$ cat src/rtl/uart_pkg.sv
// Constants and helpers shared by the UART receive-side blocks.
package uart_pkg;

  localparam int ERR_CNT_WIDTH = 8;
  localparam logic [ERR_CNT_WIDTH-1:0] ERR_CNT_MAX = 8'd255;

  // Error counters stick at ERR_CNT_MAX instead of wrapping back to zero.
  function automatic logic [ERR_CNT_WIDTH-1:0] sat_inc(input logic [ERR_CNT_WIDTH-1:0] value);
    return (value == ERR_CNT_MAX) ? value : value + 1'b1;
  endfunction

endpackage

$ cat src/rtl/uart_rx_fifo_if.sv
// Receiver-facing and consumer-facing handshake signals of the receive FIFO.
interface uart_rx_fifo_if #(
  parameter int DATA_WIDTH = 8
);
  logic                  rx_data_valid;
  logic [DATA_WIDTH-1:0] rx_parallel_data;
  logic                  rx_parity_error;
  logic                  rx_frame_error;
  logic                  rd_ready;
  logic                  rd_valid;
  logic [DATA_WIDTH-1:0] rd_data;

  // master: receiver plus consumer environment; slave: the FIFO itself
  modport master (
    output rx_data_valid, rx_parallel_data, rx_parity_error, rx_frame_error, rd_ready,
    input  rd_valid, rd_data
  );

  modport slave (
    input  rx_data_valid, rx_parallel_data, rx_parity_error, rx_frame_error, rd_ready,
    output rd_valid, rd_data
  );
endinterface

$ cat src/rtl/rising_edge_detect.sv
// One-cycle pulse on a 0->1 transition. The previous sample resets to 1 so an
// input that is already high when reset releases does not fire.
module rising_edge_detect (
  input  logic clk,
  input  logic reset,
  input  logic din,
  output logic pulse
);

  logic prev;

  always_ff @(posedge clk) begin
    if (reset) prev <= 1'b1;
    else       prev <= din;
  end

  assign pulse = din & ~prev;

endmodule

$ cat src/rtl/uart_rx_fifo.sv
// First-word-fall-through receive FIFO with overrun flag and saturating
// parity/frame error counters, fed by the UART receiver.
module uart_rx_fifo
  import uart_pkg::*;
#(
  parameter int DATA_WIDTH = 8,
  parameter int DEPTH      = 16
) (
  input  logic                     clk,
  input  logic                     reset,
  uart_rx_fifo_if.slave            bus,
  input  logic                     clear_status,
  output logic [$clog2(DEPTH):0]   level,
  output logic                     full,
  output logic                     empty,
  output logic                     overrun,
  output logic [ERR_CNT_WIDTH-1:0] parity_err_count,
  output logic [ERR_CNT_WIDTH-1:0] frame_err_count
);

  localparam int ADDR_WIDTH = $clog2(DEPTH);
  localparam logic [ADDR_WIDTH:0] FULL_LEVEL = (ADDR_WIDTH + 1)'(DEPTH);

  logic [DATA_WIDTH-1:0] mem [DEPTH];
  logic [ADDR_WIDTH-1:0] wr_ptr;
  logic [ADDR_WIDTH-1:0] rd_ptr;

  logic wr_evt;
  logic par_evt;
  logic frm_evt;
  logic rd_fire;
  logic wr_ok;
  logic wr_reject;

  rising_edge_detect u_dv_edge (
    .clk   (clk),
    .reset (reset),
    .din   (bus.rx_data_valid),
    .pulse (wr_evt)
  );

  rising_edge_detect u_par_edge (
    .clk   (clk),
    .reset (reset),
    .din   (bus.rx_parity_error),
    .pulse (par_evt)
  );

  rising_edge_detect u_frm_edge (
    .clk   (clk),
    .reset (reset),
    .din   (bus.rx_frame_error),
    .pulse (frm_evt)
  );

  assign full         = (level == FULL_LEVEL);
  assign empty        = (level == '0);
  assign bus.rd_valid = ~empty;
  assign bus.rd_data  = bus.rd_valid ? mem[rd_ptr] : '0;

  // A pop in the same cycle frees the slot, so a full FIFO still accepts.
  assign rd_fire   = bus.rd_valid & bus.rd_ready;
  assign wr_ok     = wr_evt & (~full | rd_fire);
  assign wr_reject = wr_evt & ~wr_ok;

  // Storage carries no reset; contents are meaningless once the pointers clear.
  always_ff @(posedge clk) begin
    if (wr_ok) mem[wr_ptr] <= bus.rx_parallel_data;
  end

  always_ff @(posedge clk) begin
    if (reset) begin
      wr_ptr <= '0;
      rd_ptr <= '0;
      level  <= '0;
    end else begin
      if (wr_ok)   wr_ptr <= wr_ptr + ADDR_WIDTH'(1);
      if (rd_fire) rd_ptr <= rd_ptr + ADDR_WIDTH'(1);
      case ({wr_ok, rd_fire})
        2'b10:   level <= level + (ADDR_WIDTH + 1)'(1);
        2'b01:   level <= level - (ADDR_WIDTH + 1)'(1);
        default: level <= level;
      endcase
    end
  end

  // A new event in the clearing cycle wins over clear_status.
  always_ff @(posedge clk) begin
    if (reset) begin
      overrun          <= 1'b0;
      parity_err_count <= '0;
      frame_err_count  <= '0;
    end else begin
      if (wr_reject)         overrun <= 1'b1;
      else if (clear_status) overrun <= 1'b0;

      if (par_evt)
        parity_err_count <= clear_status ? ERR_CNT_WIDTH'(1) : sat_inc(parity_err_count);
      else if (clear_status)
        parity_err_count <= '0;

      if (frm_evt)
        frame_err_count <= clear_status ? ERR_CNT_WIDTH'(1) : sat_inc(frame_err_count);
      else if (clear_status)
        frame_err_count <= '0;
    end
  end

endmodule
$ cat src/flat_wrapper.sv
// flat-port wrapper written by rule: the top's interface ports become plain ports
module uart_rx_fifo_flat import uart_pkg::*;
#(
  parameter int DATA_WIDTH = 8,
  parameter int DEPTH      = 16
)
  (clk, reset, clear_status, level, full, empty, overrun, parity_err_count, frame_err_count, bus_rx_data_valid, bus_rx_parallel_data, bus_rx_parity_error, bus_rx_frame_error, bus_rd_ready, bus_rd_valid, bus_rd_data);
  uart_rx_fifo_if #(.DATA_WIDTH(DATA_WIDTH)) bus_i ();
  input  logic clk;
  input  logic reset;
  input  logic clear_status;
  output logic [$clog2(DEPTH):0] level;
  output logic full;
  output logic empty;
  output logic overrun;
  output logic [ERR_CNT_WIDTH-1:0] parity_err_count;
  output logic [ERR_CNT_WIDTH-1:0] frame_err_count;
  input wire logic [$bits(bus_i.rx_data_valid)-1:0] bus_rx_data_valid;
  input wire logic [$bits(bus_i.rx_parallel_data)-1:0] bus_rx_parallel_data;
  input wire logic [$bits(bus_i.rx_parity_error)-1:0] bus_rx_parity_error;
  input wire logic [$bits(bus_i.rx_frame_error)-1:0] bus_rx_frame_error;
  input wire logic [$bits(bus_i.rd_ready)-1:0] bus_rd_ready;
  output wire logic [$bits(bus_i.rd_valid)-1:0] bus_rd_valid;
  output wire logic [$bits(bus_i.rd_data)-1:0] bus_rd_data;
  assign bus_i.rx_data_valid = bus_rx_data_valid;
  assign bus_i.rx_parallel_data = bus_rx_parallel_data;
  assign bus_i.rx_parity_error = bus_rx_parity_error;
  assign bus_i.rx_frame_error = bus_rx_frame_error;
  assign bus_i.rd_ready = bus_rd_ready;
  assign bus_rd_valid = bus_i.rd_valid;
  assign bus_rd_data = bus_i.rd_data;
  uart_rx_fifo #(.DATA_WIDTH(DATA_WIDTH), .DEPTH(DEPTH)) u_core (.clk(clk), .reset(reset), .bus(bus_i), .clear_status(clear_status), .level(level), .full(full), .empty(empty), .overrun(overrun), .parity_err_count(parity_err_count), .frame_err_count(frame_err_count));
endmodule
$ cat config.mk
export PLATFORM = sky130hd
export DESIGN_NAME = uart_rx_fifo_flat
export DESIGN_NICKNAME = d
export VERILOG_FILES = /design/src/rtl/uart_pkg.sv /design/src/rtl/uart_rx_fifo_if.sv /design/src/rtl/rising_edge_detect.sv /design/src/rtl/uart_rx_fifo.sv /design/src/flat_wrapper.sv
export SDC_FILE = /design/constraint.sdc
export NUM_CORES = 1
export LEC_CHECK = 0
export ABC_CLOCK_PERIOD_IN_PS = 3300
export BUFFER_PORTS_ARGS = -buffer_cell sky130_fd_sc_hd__buf_4
export CAP_MARGIN = 15
export CORE_MARGIN = 2
export CORE_UTILIZATION = 60
export CTS_CLUSTER_SIZE = 14
export DETAILED_ROUTE_END_ITERATION = 8
export HOLD_SLACK_MARGIN = 0.05
export PLACE_DENSITY = 0.75
export SYNTH_ARGS = -nofsm -noshare
export SYNTH_HDL_FRONTEND = slang
export SYNTH_HIERARCHICAL = 1
export SYNTH_SLANG_ARGS = --single-unit
$ cat constraint.sdc
create_clock -name clk -period 3.3 [get_ports clk]
set_input_delay 0.495 -clock clk [delete_from_list [all_inputs] [get_ports clk]]
set_output_delay 0.495 -clock clk [all_outputs]
set_load 0.1 [all_outputs]
==> run summary <==
TritonCTS built the clock tree. STA puts the critical path data required time at 2800 ps. The number of maximum-capacitance constraint violations came out at 0. The clock transition at the registers of the reported paths came out at 60 ps.

The worst setup path is captured at an output port. Once the clock tree was built, the setup fixing pass inserted 0 buffers. Setup repair after global routing left no endpoint under its margin. The count of placed standard cells in the final layout, fillers left out is 656. The average instance area after synthesis is 15.6 µm².

The boundary pin count is 48. In this run, CTS created clock tree buffers numbering 17. The fill cell instance count of the final layout is 666. After clock tree synthesis, the flow added hold-fix buffers numbering 0. The post-detailed-route count of antenna-violating nets is 0. Walking the worst path, the cells encountered are buf_12 -> mux4_2 -> nor2b_1 -> a211oi_1 -> a211oi_2 -> buf_4. Wires add up to 13.6 mm. The level count of the clock H-tree is 4.

In the synthesized netlist, mux cells make up 12.8% of the area. The post-route netlist has 28.3% of its cells at a drive strength greater than 1. After floorplanning, the core was sized to cover 11000 µm².

Measured against its own limit, the worst slew margin works out to 39.3%. The total clock sinks came out at 165. Counting every instance in the synthesized netlist gives 438. The clock tree buffer depth is 2. The type of the most critical hold path is in2reg. The post-synthesis instance area came out at 6840 µm². Port buffering added 47 buffers. 0 antenna diodes ended up in the layout.

Setup violations remaining at the end of the flow were counted as 0. In the synthesized netlist the dominant register cell turns out to be sky130_fd_sc_hd__edfxtp_1. Summed over all instances, the cell type with the most area after synthesis is sky130_fd_sc_hd__edfxtp_1.

The cell at the slowest stage of the critical path is sky130_fd_sc_hd__dfxtp_2. The horizontal extent of the die is 111 µm. The number of synthesized flops with an enable pin came out at 128.

The delay contributed by the slowest stage of the critical path is 580 ps. Of the synthesized area, sequential elements account for 67.1%. The kind of critical path is reg2out.

The worst ir drop on vdd came out at 0.00186 V. The routed wire length per instance came out at 20.8 µm. The number of global-route vias before repair came to 3956.

The synthesized netlist devotes 8.79% of its cell area to simple gates. The combined buffer and inverter count along the critical path came out at 2. Compared with the post-synthesis result, the final layout area differs by 18.8%.

The first detailed-routing pass took 4 iterations. The weighted congestion reported at the end of routability-driven placement came out at 0.812. The routed layout has 3944 vias. The post-placement worst setup slack came out at 638 ps. The number of register bits inferred by synthesis came out at 165. The number of antenna violations at the first check in global routing is 0. The number of cells after detailed placement came out at 624.

The first global-routing pass estimated 22.2 mm of wire. The flow ran to the end, and the final reports show no timing, DRC or antenna violations. The fraction of the mapped netlist area in compound gates is 5.75%. The dominant combinational cell family by area after synthesis is multiplexers. The overall global routing resource usage came out at 24.1%. Entering global routing, the biggest net connects 33 pins. The placed instance area is 7480 µm². The kind of start point of the critical path is a flop. For this run, design rule violations remaining after detail routing come to 0.

The proportion of netlist area held by the largest area contributor came out at 56.2%. The initial detailed-routing violation count came out at 296. In this run the worst path has a maximum fanout of 22. Counting instances in the post-synthesis netlist gives the leading cell types as 128 x sky130_fd_sc_hd__edfxtp_1, 41 x sky130_fd_sc_hd__nor2_1, 37 x sky130_fd_sc_hd__dfxtp_1. In the post-synthesis netlist, the biggest area contributors are sky130_fd_sc_hd__edfxtp_1 56%, sky130_fd_sc_hd__dfxtp_1 11%, sky130_fd_sc_hd__mux4_2 11%, sky130_fd_sc_hd__nor2_1 2.3%, sky130_fd_sc_hd__a211oi_1 2.1%. The count of final max-slew check failures came out at 0. The finished cells cover 8120 µm². The final setup slack of the worst path is 235 ps.

The adder-cell area share of the yosys netlist came out at 2.12%. The starting density of the core came out at 62.2%. The clock insertion delay at the later pin of the skew report came out at 420 ps.

The share of the synthesized netlist area taken by xor and xnor gates is 1.41%. The final layout net count came out at 529. The final critical-path share of the clock period came out at 92.9%. The row count came out at 38. The wire-length estimate of the detail-placed layout is 8.78 mm. The average via count per standard cell is 6.01. The power density over the cells is 813 nW/µm². The count of final hold-check violations came out at 0. The floorplan die height came out at 111 µm. By instance count, the leading cell after synthesis is sky130_fd_sc_hd__edfxtp_1. The die covers 12300 µm². The fraction of registers with async set/reset is 0%. Synthesis produced a netlist with a net count of 464. Timing would allow up to 0.326 GHz. Summed over all cells, the static leakage comes to 2.74 nW. Data on the critical path arrives at its endpoint at 2570 ps. On the final layout, the worst clock skew is 13.7 ps. Yosys mapped the design onto 49 distinct sky130hd cell types. The root buffer cell chosen for the clock tree is sky130_fd_sc_hd__clkbuf_16. The family with the most delay on the worst path is flip-flops. The total of warnings raised by yosys came out at 6. Summed over all layers, the global routing overflow is 0.

At the pin with the least slew margin, the transition time is 909 ps. The number of gates resized after CTS was 0. The clock period could shrink to 3070 ps.
## state kept, by name, summed over array words and instances (netlist names), named ones only
name / cells
u_core/level: 5
u_core/u_par_edge/prev: 1
u_core/mem: 128
u_core/u_frm_edge/prev: 1
u_core/parity_err_count: 8
u_core/overrun: 1
u_core/u_dv_edge/prev: 1
u_core/rd_ptr: 4
u_core/wr_ptr: 4
u_core/frame_err_count: 8
## where the power goes
part / switching [mW] / total (mW) / leakage, nW / internal (mW)
sequential: 0.0828 / 2.37 / 1.45 / 2.29
clock: 0.770 / 2.11 / 0.309 / 1.34
combinational: 1.55 / 2.12 / 0.977 / 0.567
total: 2.41 / 6.60 / 2.74 / 4.20
## cell families after synthesis
kind of cell,after synthesis
and+or+nand+nor,117
buffers and inverters,33
xor gates and xnor gates,11
adders and majority gates,11
AOI/OAI and AO/OA,54
muxes,47
DFF,165
## per-stage QoR
step | hold slack, ps | total power [mW] | setup TNS, ps | util [%]
3_5_place_dp | 475 | 4.54 | 0 | 68.1
3_3_place_gp | 471 | 4.51 | 0 | 68.1
6_report | 263 | 6.60 | 0 | 73.9
4_1_cts | 249 | 6.65 | 0 | 73.9
5_1_grt | 263 | 6.83 | 0 | 73.9
2_1_floorplan | 490 | 4.14 | -1130 | -
## layout make-up
class / count / area [µm²] / area share (%)
Clock buffer: 19 / 433 / 5.33
Inverter: 11 / 41.3 / 0.509
Timing Repair Buffer: 68 / 523 / 6.44
Sequential cell: 165 / 4590 / 56.5
Clock inverter: 13 / 206 / 2.54
Multi-Input combinational cell: 240 / 2150 / 26.5
Tap cell: 140 / 175 / 2.16
## worst register-to-register path, delay by kind of cell, from the launching register on
kind	cells	cell delay, ps
mux	1	260
buf+inv	1	110
compound gates	2	520
simple gates	3	960
fa+ha+maj	1	340
flops	1	370
## final timing paths
check	start	endpoint	slack, ps	depth (start not counted)
max	flop	bus_rd_data[5]	230	6
max reg2reg	u_core/level[0]	u_core/level[4]	610	8
min	bus_rx_frame_error	u_core/u_frm_edge/prev	260	2
min reg2reg	u_core/overrun	u_core/overrun	480	2
## layout by cell type, fill, tap and decap left out, types with 7 or more instances in the layout
cell and n:
sky130_fd_sc_hd__mux4_2 32, sky130_fd_sc_hd__edfxtp_1 128, sky130_fd_sc_hd__ha_1 10, sky130_fd_sc_hd__clkbuf_16 17, sky130_fd_sc_hd__a21oi_1 7, sky130_fd_sc_hd__nor2_1 40
sky130_fd_sc_hd__buf_4 67, sky130_fd_sc_hd__nor2b_1 16, sky130_fd_sc_hd__inv_1 10, sky130_fd_sc_hd__nor3_1 11, sky130_fd_sc_hd__dfxtp_1 36, sky130_fd_sc_hd__nand2_1 9
sky130_fd_sc_hd__nand3_1 14, sky130_fd_sc_hd__o21ai_0 8, sky130_fd_sc_hd__a211oi_2 8, sky130_fd_sc_hd__mux2i_1 14, sky130_fd_sc_hd__a211oi_1 11
## metal layers
metal	global-route usage [%]	vias to the layer above	wire, µm
li1	-	1838	-
met5	0	-	0
met4	8.00	0	211
met1	33.5	1957	5800
met3	5.85	14	702
met2	38.0	135	6920
(Power assumes the default switching activity.)
